`config.mk`:
```
export PLATFORM = sky130hd
export DESIGN_NAME = plab5_mcore_mem_req_arb_flat
export DESIGN_NICKNAME = d
export VERILOG_FILES = /design/src/rtl/plab5_mcore_mem_req_arb_pkg.sv /design/src/rtl/plab5_mcore_mem_req_arb_if.sv /design/src/rtl/plab5_mcore_mem_req_arb_rr_arb2.sv /design/src/rtl/plab5_mcore_mem_req_arb.sv /design/src/flat_wrapper.sv
export SDC_FILE = /design/constraint.sdc
export NUM_CORES = 1
export LEC_CHECK = 0
export CORE_ASPECT_RATIO = 0.8
export CORE_UTILIZATION = 37
export CTS_BUF_LIST = sky130_fd_sc_hd__clkbuf_16
export CTS_CLUSTER_DIAMETER = 50
export DETAILED_ROUTE_END_ITERATION = 12
export PLACE_DENSITY = 0.82
export SLEW_MARGIN = 20
export SYNTH_ARGS = -nofsm -noshare
export SYNTH_HDL_FRONTEND = slang
export SYNTH_SLANG_ARGS = --single-unit
export TNS_END_PERCENT = 1
```
`constraint.sdc`:
```
create_clock -name clk -period 1.7 [get_ports clk]
set_clock_uncertainty 0.2 [all_clocks]
set_input_delay 0.34 -clock clk [delete_from_list [all_inputs] [get_ports clk]]
set_output_delay 0.34 -clock clk [all_outputs]
set_load 0.01 [all_outputs]
```
`src/rtl/plab5_mcore_mem_req_arb_pkg.sv`:
```
// Shared types and constants for the core memory-request arbiter.
// Also provides the VC memory request message width macro when not already defined.
`ifndef VC_MEM_REQ_MSG_NBITS
`define VC_MEM_REQ_MSG_NBITS(o_,a_,d_) (3 + (o_) + (a_) + $clog2((d_)/8) + (d_))
`endif

package plab5_mcore_mem_req_arb_pkg;

    typedef enum logic [1:0] {
        ST_EMPTY = 2'd0,
        ST_FULL  = 2'd1,
        ST_FENCE = 2'd2
    } arb_state_e;

    localparam logic MODE_INST = 1'b0;
    localparam logic MODE_DATA = 1'b1;

    // Message width for the default 8/32/32 opaque/address/data configuration
    localparam int C_MSG_NBITS_DFLT = `VC_MEM_REQ_MSG_NBITS(8, 32, 32);

endpackage

```
`src/rtl/plab5_mcore_mem_req_arb_if.sv`:
```
// Request/response bundle between the icache/dcache request ports, the arbiter
// and the network adapter. master = arbiter view, slave = surrounding logic view.
interface plab5_mcore_mem_req_arb_if
    import plab5_mcore_mem_req_arb_pkg::*;
#(
    parameter int p_msg_nbits = C_MSG_NBITS_DFLT
);
    logic                   inst_val;
    logic                   inst_rdy;
    logic [p_msg_nbits-1:0] inst_msg;
    logic                   inst_domain;

    logic                   data_val;
    logic                   data_rdy;
    logic [p_msg_nbits-1:0] data_msg;
    logic                   data_domain;

    logic                   out_val;
    logic                   out_rdy;
    logic [p_msg_nbits-1:0] out_msg;
    logic                   out_mode;
    logic                   out_domain;

    modport master (
        input  inst_val, inst_msg, inst_domain,
        output inst_rdy,
        input  data_val, data_msg, data_domain,
        output data_rdy,
        output out_val, out_msg, out_mode, out_domain,
        input  out_rdy
    );

    modport slave (
        output inst_val, inst_msg, inst_domain,
        input  inst_rdy,
        output data_val, data_msg, data_domain,
        input  data_rdy,
        input  out_val, out_msg, out_mode, out_domain,
        output out_rdy
    );
endinterface

```
`src/rtl/plab5_mcore_mem_req_arb_rr_arb2.sv`:
```
// Two-requester round-robin grant. Bit 0 / bit 1 requesters; the pointer
// moves to the non-granted requester whenever the caller takes the grant.
module plab5_mcore_rr_arb2 (
    input  logic       clk,
    input  logic       reset,
    input  logic [1:0] i_req,
    input  logic       i_take,
    output logic [1:0] o_grant
);
    logic r_prio;

    // One-hot candidate: lone requester wins, ties go to the pointer
    always_comb begin
        o_grant = 2'b00;
        if (i_req == 2'b11) begin
            if (r_prio) begin
                o_grant = 2'b10;
            end else begin
                o_grant = 2'b01;
            end
        end else begin
            o_grant = i_req;
        end
    end

    // Priority pointer update on an accepted grant
    always_ff @(posedge clk) begin
        if (reset) begin
            r_prio <= 1'b0;
        end else if (i_take) begin
            r_prio <= o_grant[0];
        end else begin
            r_prio <= r_prio;
        end
    end
endmodule

```
`src/rtl/plab5_mcore_mem_req_arb.sv`:
```
// Round-robin inst/data memory request arbiter with a one-entry output buffer.
// Define PLAB5_MCORE_MEM_REQ_ARB_DOMAIN_FENCE_EN to insert idle cycles on a domain switch.
module plab5_mcore_mem_req_arb
    import plab5_mcore_mem_req_arb_pkg::*;
#(
    parameter int p_mem_opaque_nbits = 8,
    parameter int p_mem_addr_nbits   = 32,
    parameter int p_mem_data_nbits   = 32,
    parameter int p_fence_cycles     = 2
)(
    input  logic                       clk,
    input  logic                       reset,
    plab5_mcore_mem_req_arb_if.master  bus
);
    localparam int c_msg_nbits =
        `VC_MEM_REQ_MSG_NBITS(p_mem_opaque_nbits, p_mem_addr_nbits, p_mem_data_nbits);

    if (p_fence_cycles < 1) begin : g_fence_cycles_chk
        $error("p_fence_cycles must be at least 1");
    end

    logic [1:0]             w_cand;
    logic [1:0]             w_grant;
    logic                   w_accept_ok;
    logic                   w_block;
    logic                   w_take;
    logic [c_msg_nbits-1:0] w_load_msg;
    logic                   w_load_dom;

    arb_state_e             r_state;
    logic                   r_out_val;
    logic [c_msg_nbits-1:0] r_out_msg;
    logic                   r_out_mode;
    logic                   r_out_domain;

    plab5_mcore_rr_arb2 u_rr (
        .clk     (clk),
        .reset   (reset),
        .i_req   ({bus.data_val, bus.inst_val}),
        .i_take  (w_take),
        .o_grant (w_cand)
    );

`ifdef PLAB5_MCORE_MEM_REQ_ARB_DOMAIN_FENCE_EN
    localparam int c_cnt_nbits = $clog2(p_fence_cycles + 1);
    localparam logic [c_cnt_nbits-1:0] c_fence_load = c_cnt_nbits'(p_fence_cycles);
    localparam logic [c_cnt_nbits-1:0] c_cnt_one    = c_cnt_nbits'(1);

    logic                   w_cand_dom;
    logic                   r_last_domain;
    logic [c_cnt_nbits-1:0] r_fence_cnt;

    // The fence judges the round-robin pick only; the other input is never promoted
    assign w_cand_dom = w_cand[1] ? bus.data_domain : bus.inst_domain;
    assign w_block    = (|w_cand) && (w_cand_dom != r_last_domain);

    // Fence countdown and domain of the most recent output transfer
    always_ff @(posedge clk) begin
        if (reset) begin
            r_fence_cnt   <= {c_cnt_nbits{1'b0}};
            r_last_domain <= 1'b0;
        end else if (r_state == ST_FENCE) begin
            if (r_fence_cnt <= c_cnt_one) begin
                r_fence_cnt   <= {c_cnt_nbits{1'b0}};
                r_last_domain <= (|w_cand) ? w_cand_dom : r_last_domain;
            end else begin
                r_fence_cnt   <= r_fence_cnt - c_cnt_one;
                r_last_domain <= r_last_domain;
            end
        end else begin
            r_fence_cnt   <= (w_block && w_accept_ok) ? c_fence_load : r_fence_cnt;
            r_last_domain <= (r_out_val && bus.out_rdy) ? r_out_domain : r_last_domain;
        end
    end
`else
    assign w_block = 1'b0;
`endif

    // Accept window: empty buffer, or full buffer draining this cycle
    always_comb begin
        w_accept_ok = 1'b0;
        if (reset) begin
            w_accept_ok = 1'b0;
        end else if (r_state == ST_EMPTY) begin
            w_accept_ok = 1'b1;
        end else if (r_state == ST_FULL) begin
            w_accept_ok = bus.out_rdy;
        end else begin
            w_accept_ok = 1'b0;
        end
        w_grant    = w_cand & {2{w_accept_ok & ~w_block}};
        w_take     = |w_grant;
        w_load_msg = w_grant[1] ? bus.data_msg : bus.inst_msg;
        w_load_dom = w_grant[1] ? bus.data_domain : bus.inst_domain;
    end

    assign bus.inst_rdy   = w_grant[0];
    assign bus.data_rdy   = w_grant[1];
    assign bus.out_val    = r_out_val;
    assign bus.out_msg    = r_out_msg;
    assign bus.out_mode   = r_out_mode;
    assign bus.out_domain = r_out_domain;

    // Buffer FSM with registered output message
    always_ff @(posedge clk) begin
        if (reset) begin
            r_state      <= ST_EMPTY;
            r_out_val    <= 1'b0;
            r_out_msg    <= {c_msg_nbits{1'b0}};
            r_out_mode   <= MODE_INST;
            r_out_domain <= 1'b0;
        end else begin
            case (r_state)
                ST_EMPTY: begin
                    if (w_take) begin
                        r_state      <= ST_FULL;
                        r_out_val    <= 1'b1;
                        r_out_msg    <= w_load_msg;
                        r_out_mode   <= w_grant[1] ? MODE_DATA : MODE_INST;
                        r_out_domain <= w_load_dom;
                    end else if (w_block) begin
                        r_state   <= ST_FENCE;
                        r_out_val <= 1'b0;
                    end else begin
                        r_state   <= ST_EMPTY;
                        r_out_val <= 1'b0;
                    end
                end
                ST_FULL: begin
                    if (!bus.out_rdy) begin
                        r_state   <= ST_FULL;
                        r_out_val <= 1'b1;
                    end else if (w_take) begin
                        r_state      <= ST_FULL;
                        r_out_val    <= 1'b1;
                        r_out_msg    <= w_load_msg;
                        r_out_mode   <= w_grant[1] ? MODE_DATA : MODE_INST;
                        r_out_domain <= w_load_dom;
                    end else if (w_block) begin
                        r_state   <= ST_FENCE;
                        r_out_val <= 1'b0;
                    end else begin
                        r_state   <= ST_EMPTY;
                        r_out_val <= 1'b0;
                    end
                end
                ST_FENCE: begin
                    r_out_val <= 1'b0;
`ifdef PLAB5_MCORE_MEM_REQ_ARB_DOMAIN_FENCE_EN
                    if (r_fence_cnt <= c_cnt_one) begin
                        r_state <= ST_EMPTY;
                    end else begin
                        r_state <= ST_FENCE;
                    end
`else
                    r_state <= ST_EMPTY;
`endif
                end
                default: begin
                    r_state   <= ST_EMPTY;
                    r_out_val <= 1'b0;
                end
            endcase
        end
    end
endmodule
```
`src/flat_wrapper.sv`:
```
// flat-port wrapper written by rule: the top's interface ports become plain ports
module plab5_mcore_mem_req_arb_flat import plab5_mcore_mem_req_arb_pkg::*;
#(
    parameter int p_mem_opaque_nbits = 8,
    parameter int p_mem_addr_nbits   = 32,
    parameter int p_mem_data_nbits   = 32,
    parameter int p_fence_cycles     = 2
)
  (clk, reset, bus_inst_val, bus_inst_msg, bus_inst_domain, bus_inst_rdy, bus_data_val, bus_data_msg, bus_data_domain, bus_data_rdy, bus_out_val, bus_out_msg, bus_out_mode, bus_out_domain, bus_out_rdy);
  plab5_mcore_mem_req_arb_if bus_i ();
  input  logic clk;
  input  logic reset;
  input wire logic [$bits(bus_i.inst_val)-1:0] bus_inst_val;
  input wire logic [$bits(bus_i.inst_msg)-1:0] bus_inst_msg;
  input wire logic [$bits(bus_i.inst_domain)-1:0] bus_inst_domain;
  output wire logic [$bits(bus_i.inst_rdy)-1:0] bus_inst_rdy;
  input wire logic [$bits(bus_i.data_val)-1:0] bus_data_val;
  input wire logic [$bits(bus_i.data_msg)-1:0] bus_data_msg;
  input wire logic [$bits(bus_i.data_domain)-1:0] bus_data_domain;
  output wire logic [$bits(bus_i.data_rdy)-1:0] bus_data_rdy;
  output wire logic [$bits(bus_i.out_val)-1:0] bus_out_val;
  output wire logic [$bits(bus_i.out_msg)-1:0] bus_out_msg;
  output wire logic [$bits(bus_i.out_mode)-1:0] bus_out_mode;
  output wire logic [$bits(bus_i.out_domain)-1:0] bus_out_domain;
  input wire logic [$bits(bus_i.out_rdy)-1:0] bus_out_rdy;
  assign bus_i.inst_val = bus_inst_val;
  assign bus_i.inst_msg = bus_inst_msg;
  assign bus_i.inst_domain = bus_inst_domain;
  assign bus_inst_rdy = bus_i.inst_rdy;
  assign bus_i.data_val = bus_data_val;
  assign bus_i.data_msg = bus_data_msg;
  assign bus_i.data_domain = bus_data_domain;
  assign bus_data_rdy = bus_i.data_rdy;
  assign bus_out_val = bus_i.out_val;
  assign bus_out_msg = bus_i.out_msg;
  assign bus_out_mode = bus_i.out_mode;
  assign bus_out_domain = bus_i.out_domain;
  assign bus_i.out_rdy = bus_out_rdy;
  plab5_mcore_mem_req_arb #(.p_mem_opaque_nbits(p_mem_opaque_nbits), .p_mem_addr_nbits(p_mem_addr_nbits), .p_mem_data_nbits(p_mem_data_nbits), .p_fence_cycles(p_fence_cycles)) u_core (.clk(clk), .reset(reset), .bus(bus_i));
endmodule
```
# After elaboration in Yosys (flattened, before gate mapping)
# Cells that the tools add are included.
classes:
  eq_ne: 3
  n_mux: 23
  bitwise: 1
  n_reduce_logical: 4
op_table:
  columns: ["operator", "count"]
  rows:
  - ["$mux 77", 3]
  - ["$pmux 77 s2", 1]
  - ["$mux 1", 13]
  - ["$pmux 1 s2", 3]
  - ["$mux 2", 2]
  - ["$pmux 2 s2", 1]
  - ["$and 2x2->2", 1]
  - ["$eq 2x1->1 const B", 1]
  - ["$eq 2x2->1 const B", 1]
  - ["$logic_not 2->1", 1]
  - ["$ne 2x2->1 const B", 1]
  - ["$reduce_and 2->1", 1]
  - ["$reduce_bool 2->1", 1]
  - ["$reduce_or 2->1", 1]
totals:
  register_bits: 83
  out_inout_bits: 82

# Longest topological paths before layout
# Gate-level depths: netlist (run 1).
depth:
  ltp_word: 9
  depth_mapped: 8

# Cells and area by module
# From an unflattened synthesis (run 1), not the netlist that was laid out.
unflattened:
  cells_unflattened: 454
  hier_area_um2: 4419.2
by_module_without_submodules:
  columns: ["mod", "n_inst", "cells_per_inst", "area_per_inst_um2", "seq_area_each_um2"]
  rows:
  - ["plab5_mcore_mem_req_arb", 1, 447, 4351.7, 1601.5]
  - ["plab5_mcore_rr_arb2", 1, 7, 67.6, 20.0]

# Worst setup path before layout (run 1)
# Ideal clock, no wire load.
synth_path:
  path_type: "input to output"
  startpoint: "input port bus_inst_val"
  endpoint: "output port bus_data_rdy"
  arrival_ns: 1.312
  slack_ns: -0.152
  cell_stages: 5
  path_buffers: 2
  cell_sequence: "nor2b_1 buf_2 buf_2 or4_1 inv_1"
synth_via:
  elab_chain_cells: 3
synth_lines:
  columns: ["item", "line_no", "rtl"]
  rows:
  - ["start: declaration", "flat_wrapper.sv:13", "input wire logic [$bits(bus_i.inst_val)-1:0] bus_inst_val;"]
  - ["$eq 2x2->1", "plab5_mcore_mem_req_arb_rr_arb2.sv:15", "if (i_req == 2'b11) begin"]
  - ["$mux 2", "plab5_mcore_mem_req_arb_rr_arb2.sv:15", null]
  - ["$and 2x2->2", "plab5_mcore_mem_req_arb.sv:91", "w_grant = w_cand & {2{w_accept_ok & ~w_block}};"]
  - ["end: declaration", "flat_wrapper.sv:20", "output wire logic [$bits(bus_i.data_rdy)-1:0] bus_data_rdy;"]
# No other way between the ends.

# Final worst setup path (run 1)
layout_path:
  startpoint: "register u_core.r_state[0]"
  endpoint: "output port bus_data_rdy"
layout_via:
  elab_chain_cells: 5
  word_cells_on_any_way: 6
  classes_between: "eq/ne: 1; mux: 3; bitwise: 1; reduce/logical: 1"
layout_lines:
  columns: ["item", "line_no", "rtl"]
  rows:
  - ["start: declaration", "plab5_mcore_mem_req_arb.sv:30", "arb_state_e r_state;"]
  - ["start signal: assignment", "plab5_mcore_mem_req_arb.sv:107", "r_state <= ST_EMPTY;"]
  - ["start signal: assignment", "plab5_mcore_mem_req_arb.sv:116", "r_state <= ST_FULL;"]
  - ["start signal: assignment", "plab5_mcore_mem_req_arb.sv:122", "r_state <= ST_FENCE;"]
  - ["$eq 2x1->1", "plab5_mcore_mem_req_arb.sv:86", "end else if (r_state == ST_FULL) begin"]
  - ["$mux 1", "plab5_mcore_mem_req_arb.sv:86", null]
  - ["$mux 1 (*)", "plab5_mcore_mem_req_arb.sv:84", "end else if (r_state == ST_EMPTY) begin"]
  - ["$mux 1 (*)", "plab5_mcore_mem_req_arb.sv:82", "if (reset) begin"]
  - ["$and 2x2->2 (*)", "plab5_mcore_mem_req_arb.sv:91", null]
# Mark *: on every way between the ends. The rest lies on a longest branch, timed or not.

==> run summary, run 1 <==
Status = complete, but fails checks
Failing checks = negative setup slack
Vias = 6198
Adder-cell share of the synthesized area = 0%
First-pass GRT wire length = 29800 um
Setup crit end kind = output port
PortBufs = 242
Clock period minus worst slack = 1.99 ns
Slew margin rel. = 29.6%
Detail Placement HPWL = 11900 um
Crit Path Class = reg2out
Via-to-Cell Ratio = 6.52
Gr usage total = 26.2%
XOR/XNOR share of the synthesized area = 0%
Initial DRC count = 566
RSZ-0062 raised after global routing = yes
Largest family of logic cells by synthesized area = compound AO/OA/AOI/OAI gates
Crit path DAT = 1.45 ns
H-tree depth = 3
Yosys reg bits = 81
Crit path buf inv count = 2
Largest net degree at the start of global routing = 127
Area contributors post-synth = dfxtp_1 (33%), a311oi_1 (14%), o41ai_1 (14%)
ANT nets after route = 0
Total leakage power = 0.00283 uW
Unique masters post-synth = 21
Total internal power = 3890 uW
Die width = 131 um
Setup WS post-layout = -0.293 ns
Core Rows = 37
Flop pwr share = 38.2%
Final instance area = 7870 um^2
R2r setup slk = -0.25 ns
Area leader, netlist = dfxtp_1
Met1 usage = 34.5%
Reg2reg end = u_core.bus.out_msg[44]
Max Cap Violations = 0
Critical path's slowest cell = or4_4
Peak Freq = 0.502 GHz
Synth Area in Compound Gates = 38.2%
Syn_area_per_cell = 8.28 um^2
Hold Buf Count CTS = 0
WL/cell = 19.9 um
GRT met2 Usage = 42.5%
Worst path max stage delay = 0.50 ns
Fraction of layout cells with a size suffix above 1 = 13.8%
Die area = 13800 um^2
CP cell instances = nor2b_4, or4_4, inv_4, buf_6
Mux share of post-synthesis cell area = 0%
Post-CTS Setup Bufs = 0
Fraction of the yosys area taken by sequential cells = 32.8%
Comb power frac = 30.7%
CTS buffer count = 9
Most common cell after layout, fill and taps aside = clkdlybuf4s50_1
Most frequent cells in the layout = clkdlybuf4s50_1 (156), dlygate4sd2_1 (82), nand2_1 (79), a31oi_1 (79), dfxtp_1 (79)
GR peak layer = met2
GRT overflow = 0
WL final = 18900 um
Number of global-route vias before repair = 5749
Initial antenna violation count = 2
Cell Area, Synth = 4950 um^2
Sw Share = 31.2%
Clk sink count = 81
Total Power = 5650 uW
Post-synthesis simple-gate area fraction = 18.8%
Power per Cell Area = 718 nW/um^2
Worst Hold Class = in2reg
Delay-heaviest family, CP = simple AND/OR/NAND/NOR gates
Worst-path clk slew = 0.06 ns
Layout area overhead = 59.0%
Worst Hold Path EP = u_core.r_state[0]
Starting Density = 38.2%
Setup TNS = -12.46 ns
Final Slew Violations = 0
VDD IR-drop max = 0.000483 V
Worst-path maximum fanout = 4
Clk network pwr share = 31.1%
Area share of the largest cell type after synthesis = 32.8%
Fillers = 1117
Startpoint Class = flip-flop
Reg2reg start = u_core.u_rr.r_prio
Final setup fails = 80
Worst slew pin tran = 1.06 ns
Dpl cell area = 7420 um^2
Residual DRC = 0
Final Hold Viols = 0
Clk buf depth = 2
Post-Syn Nets = 759
FF-to-FF path depth = 5
GP Congestion = 0.884
Met3 Resource Use GR = 6.35%
Worst EP required = 1.16 ns
Insertion delay to the later sink of the worst-skew pair = 0.33 ns
Tcrit/Tclk final = 117%
NumNets Final = 930
Ys Warns = 0
CTS tree = yes
Hold depth = 2
Gate Count Post-Synth = 598
Root buffer cell = clkbuf_16
Core ar. = 13000 um^2
I/O pin count = 243
TritonRoute pass-1 iters = 5
Psw = 1760 uW
Hold Startpoint = reset
Die height = 105 um
[sequential cells by signal, summed over array words and instances (netlist names)]
| name | flops |
|---|---|
| u_core.bus.out_domain | 1 |
| u_core.bus.out_mode | 1 |
| u_core.bus.out_msg | 77 |
| u_core.r_state | 1 |
| u_core.u_rr.r_prio | 1 |
[cells in the mapped netlist]
master / number
a311oi_1: 78
or4_1: 79
nor2b_4: 1
buf_6: 5
and3_1: 1
o41ai_1: 78
inv_2: 2
buf_2: 24
a31oi_1: 79
buf_4: 2
a31o_2: 1
or2_1: 1
a2111oi_2: 1
clkbuf_1: 78
inv_1: 2
buf_1: 3
nand2b_1: 1
o21ai_0: 1
nand2_1: 79
dfxtp_1: 81
nor2b_1: 1
[per-stage QoR]
stage / hold WS [ns] / setup slack, ns / cells / util [%]
3_5_place_dp: 0.280 / -0.861 / 933 / 57.2
3_3_place_gp: 0.268 / -0.872 / 933 / 57.2
4_1_cts: 0.0306 / -0.308 / 949 / 59.0
2_1_floorplan: 0.280 / -0.0974 / 598 / -
6_report: 0.0359 / -0.293 / 951 / 60.7
5_1_grt: 0.0187 / -0.350 / 951 / 60.7
[how the worst max path moves through the flow]
stage / cells past startpoint / endpoint / start
2_1_floorplan: 8 / u_core.bus.out_msg[40] / bus_data_val
3_3_place_gp: 5 / bus_data_rdy / bus_out_rdy
3_5_place_dp: 5 / bus_data_rdy / bus_out_rdy
4_1_cts: 4 / bus_data_rdy / u_core.r_state[0]
5_1_grt: 4 / bus_data_rdy / u_core.r_state[0]
6_report: 4 / bus_data_rdy / u_core.r_state[0]
[repair_timing]
| item | 4_1_cts | 5_1_grt |
|---|---|---|
| endpoints found under the setup margin | 162 | 80 |
| resized for setup | 106 | 41 |
| pin swaps | 57 | 18 |
| endpoints found under the hold margin | 0 | 0 |
[cell type report]
class / count / area (um^2) / area share [%]
multi-input combinational: 401 / 3090 / 39.3
timing repair buffer: 272 / 2650 / 33.6
sequential: 81 / 1630 / 20.7
clock buffer: 9 / 225 / 2.86
tap: 175 / 219 / 2.78
clock inverter: 7 / 38.8 / 0.493
inverter: 4 / 17.5 / 0.223
antenna: 2 / 5.00 / 0.0636
[routing by layer]
layer	routed length, um	vias up
met4	369	0
met2	8960	389
met5	0	-
met3	1750	27
met1	7870	2922
li1	-	2860
[power by group through the flow]
| stage | Sequential, uW | Combinational, uW | Clock, uW |
|---|---|---|---|
| 6_report | 2160 | 1740 | 1760 |
| 5_1_grt | 2180 | 1860 | 1860 |
| 4_1_cts | 2160 | 1650 | 1800 |
| 3_5_place_dp | 2200 | 1730 | 0 |
| 3_3_place_gp | 2190 | 1690 | 0 |
| 2_1_floorplan | 2250 | 758 | 0 |
[cell families (layout without fill, tap and decap cells)]
family | after synthesis | count (layout)
compound gates | 238 | 238
simple gates | 163 | 163
buf+inv | 116 | 292
flops | 81 | 81
other cells | 0 | 2
No activity file was read; power rests on OpenSTA's default activity.
==> inputs of run 2 (changes only) <==
--- a/config.mk
+++ b/config.mk
@@ -5,8 +5,9 @@
 export SDC_FILE = /design/constraint.sdc
 export NUM_CORES = 1
 export LEC_CHECK = 0
+export ABC_AREA = 1
 export CORE_ASPECT_RATIO = 0.8
-export CORE_UTILIZATION = 37
+export CORE_UTILIZATION = 36
 export CTS_BUF_LIST = sky130_fd_sc_hd__clkbuf_16
 export CTS_CLUSTER_DIAMETER = 50
 export DETAILED_ROUTE_END_ITERATION = 12
==> run 2 against run 1 <==
  * The run now ends clean
  * Combinational power increased by 3%
  * Power increased by 0.85%
  * Hold slack improved by 0.18 ns
  * Flip-flop and latch count unchanged
  * Clock power about the same
  * Clock-buffer cell count unchanged
  * Final area decreased by 1.2%
  * Via count decreased by 16%
  * Cell count increased by 25%
  * Area after synthesis decreased by 7.0%
  * Routed wire length decreased by 23%
==> run summary, run 2 <==
Ys Warns = 0 (unchanged)
Worst Hold Class = in2reg
Core ar. = 12300 um^2 (-4.8%)
Reg2reg end = u_core.bus.out_msg[75]
GP Congestion = 0.738 (-16%)
Fillers = 1184 (+6.0%)
Power per Cell Area = 733 nW/um^2 (+2.1%)
Peak Freq = 0.605 GHz (+21%)
Top_reg_cell synth = dfxtp_1
Status = finished, final reports clean
CTS tree = yes
Total leakage power = 0.00421 uW (+49%)
RSZ-0062 raised after global routing = yes
Cell Area, Synth = 4610 um^2 (-7.0%)
Die area = 13300 um^2 (-4.3%)
Post-synth EDFFs = 0 (unchanged)
Sw Share = 28.9% (-2.2 points)
R2r setup slk = 0.06 ns (+0.31 ns)
Root buffer cell = clkbuf_16
Worst path max stage delay = 0.36 ns (-0.14 ns)
Insertion delay to the later sink of the worst-skew pair = 0.32 ns (about the same)
Most common cell after layout, fill and taps aside = nand2_1
Clk network pwr share = 30.3% (-0.8 points)
Unique masters post-synth = 16 (-24%)
Delay-heaviest family, CP = flip-flops
Top cell types by occurrence after synthesis = nand2_1 (243), nor2_1 (234), inv_1 (83)
Final setup fails = 0 (-100%)
Via-to-Cell Ratio = 4.36 (-33%)
Comb power frac = 31.6% (+0.9 points)
DP Worst Slack = -0.604 ns (+0.256 ns)
Startpoint Class = flip-flop
CP cell instances = nand2_4, buf_6, nand4_4, inv_2, buf_6
Critical path's slowest cell = dfxtp_4
Final Slew Violations = 0 (unchanged)
Fraction of layout cells with a size suffix above 1 = 6.59% (-7.2 points)
Gate Count Post-Synth = 777 (+30%)
Hold Startpoint = reset
Clock period minus worst slack = 1.65 ns (-0.341 ns)
Area leader, netlist = dfxtp_1
Setup crit end kind = output port
Vias = 5184 (-16%)
Most frequent cells in the layout = nand2_1 (239), nor2_1 (228), clkdlybuf4s50_1 (156)
First-pass GRT wire length = 21900 um (-27%)
Detail Placement HPWL = 9490 um (-20%)
Non-filler instance count after layout = 1188 (+25%)
Starting Density = 37.3% (-0.87 points)
Die height = 103 um (-2.2%)
WHS = 0.215 ns (+0.179 ns)
Worst slew pin tran = 0.568 ns (-0.488 ns)
Initial DRC count = 155 (-73%)
Hold Buf Count CTS = 0 (unchanged)
Area contributors post-synth = dfxtp_1 (35%), nand2_1 (20%), nor2_1 (19%)
Max reg flops = 77 (unchanged)
WL/cell = 12.2 um (-39%)
Worst-path maximum fanout = 3 (-1)
Syn_area_per_cell = 5.93 um^2 (-28%)
Slew margin rel. = 62.1% (+33 points)
Worst-path clk slew = 0.06 ns (about the same)
Hold depth = 2 (unchanged)
Post-Syn Nets = 938 (+24%)
FF-to-FF path depth = 9 (+4)
Tcrit/Tclk final = 97.2% (-20 points)
VDD IR-drop max = 0.000519 V (+7.4%)
Layout area overhead = 68.9%
Psw = 1650 uW (-6.4%)
ANT cells = 0 (-2)
Clk buf depth = 2 (unchanged)
Max Cap Violations = 0 (unchanged)
GRT overflow = 0 (unchanged)
Fraction of the yosys area taken by sequential cells = 35.2% (+2.4 points)
Worst EP required = 1.16 ns (about the same)
Yosys reg bits = 81 (unchanged)
Top-count cell post-synth = nand2_1
Core Rows = 36 (-2.7%)
Crit path buf inv count = 3 (+1)
Flop pwr share = 38.1% (about the same)
Crit path DAT = 1.11 ns (-0.34 ns)
PortBufs = 242 (unchanged)
Ys async rst share = 0% (unchanged)
CTS buffer count = 9 (unchanged)
I/O pin count = 243 (unchanged)
Clk sink count = 81 (unchanged)
Largest net degree at the start of global routing = 72 (-43%)
Crit Path Class = reg2out
Worst Hold Path EP = u_core.r_state[0]
CP most frequent cell = buf_6
WL final = 14500 um (-23%)
H-tree depth = 3 (unchanged)
Total internal power = 4050 uW (+4.1%)
Fin util = 63.0% (+2.3 points)
ANT nets after route = 0 (unchanged)
Gr usage total = 21.2% (-5.1 points)
Setup WS post-layout = 0.0476 ns (+0.341 ns)
Residual DRC = 0 (unchanged)
Reg2reg start = u_core.u_rr.r_prio
DP Cell Count = 1158 (+24%)
Final Hold Viols = 0 (unchanged)
Area share of the largest cell type after synthesis = 35.2% (+2.4 points)
Number of global-route vias before repair = 4539 (-21%)
Die width = 128 um (-2.2%)
Initial antenna violation count = 0 (-2)
NumNets Final = 1173 (+26%)
TritonRoute pass-1 iters = 6 (+1)
==> run 2: cell types whose count changed in the layout (fill, tap and decap cells not counted), moves of 27 or more <==
cell      delta
nor2_1     +228
nand2_1    +160
inv_1       +80
a31oi_1     -78
nand3b_1    +78
o41ai_1     -77
or4_1       -59
a311oi_1    -51
a311oi_2    -27
==> run 2: per-layer routing <==
metal  up-vias  share of wire, %  GRT usage (%)
li1       2769                 -              -
met1      2247                45           25.2
met2       155                46           36.4
met3        13               8.1           7.68
met4         0               1.1           5.25
met5         -                 0              0
==> run 2: per-stage QoR <==
stage | area (um^2) | power [uW] | setup TNS [ns]
6_report | 7780 | 5700 | 0
5_1_grt | 7780 | 6050 | -0.230
4_1_cts | 7680 | 5730 | -0.00624
3_5_place_dp | 7240 | 3980 | -41.58
3_3_place_gp | 7240 | 3950 | -40.46
2_1_floorplan | 4610 | 3040 | 0
==> run 2: worst max-delay path by stage <==
stage                                  start               endpoint  slack [ns]  cells after the start
after global routing      u_core.u_rr.r_prio  u_core.bus.out_msg[8]       -0.03                      9
after floorplan            u_core.r_state[0]           bus_inst_rdy        0.15                      4
after detailed placement        bus_data_val           bus_data_rdy       -0.60                      6
after global placement          bus_data_val           bus_data_rdy       -0.60                      6
after CTS                 u_core.u_rr.r_prio           bus_data_rdy      -0.006                      5
final                      u_core.r_state[0]           bus_inst_rdy        0.05                      5
==> run 2: layout make-up <==
type	instances	area (um^2)	share of cell area [%]
repair buffers	274	2870	36.9
inverters	84	315	4.05
flip-flops and latches	81	1630	20.9
clock buffers	9	225	2.90
multi-input cells	562	2490	32.0
well taps	171	214	2.75
clock inverters	7	38.8	0.499
==> run 2: kinds of logic after synthesis <==
family,count (synthesis),share of synthesized area [%]
simple gates,558,52.1
buf+inv,134,12.2
compound gates,4,0.543
flops,81,35.2
==> run 2: what timing repair did <==
item,CTS,global route
pin swaps,1,3
setup buffers,6,0
endpoints found under the setup margin,162,78
gates resized for setup,115,17
cloned,6,2
==> run 2: worst register-to-register path: cells and delay by family, from the launching register on <==
family / cells / cell delay (ns)
and+or+nand+nor: 5 / 0.47
buffers and inverters: 3 / 0.38
DFF: 1 / 0.33
AOI/OAI and AO/OA: 1 / 0.16
==> run 2: power by group through the flow <==
stage          clock network [uW]  registers (uW)  logic, uW
2_1_floorplan                   0            2310        735
3_3_place_gp                    0            2210       1750
3_5_place_dp                    0            2220       1760
4_1_cts                      1780            2170       1790
5_1_grt                      1870            2200       1990
6_report                     1730            2170       1800
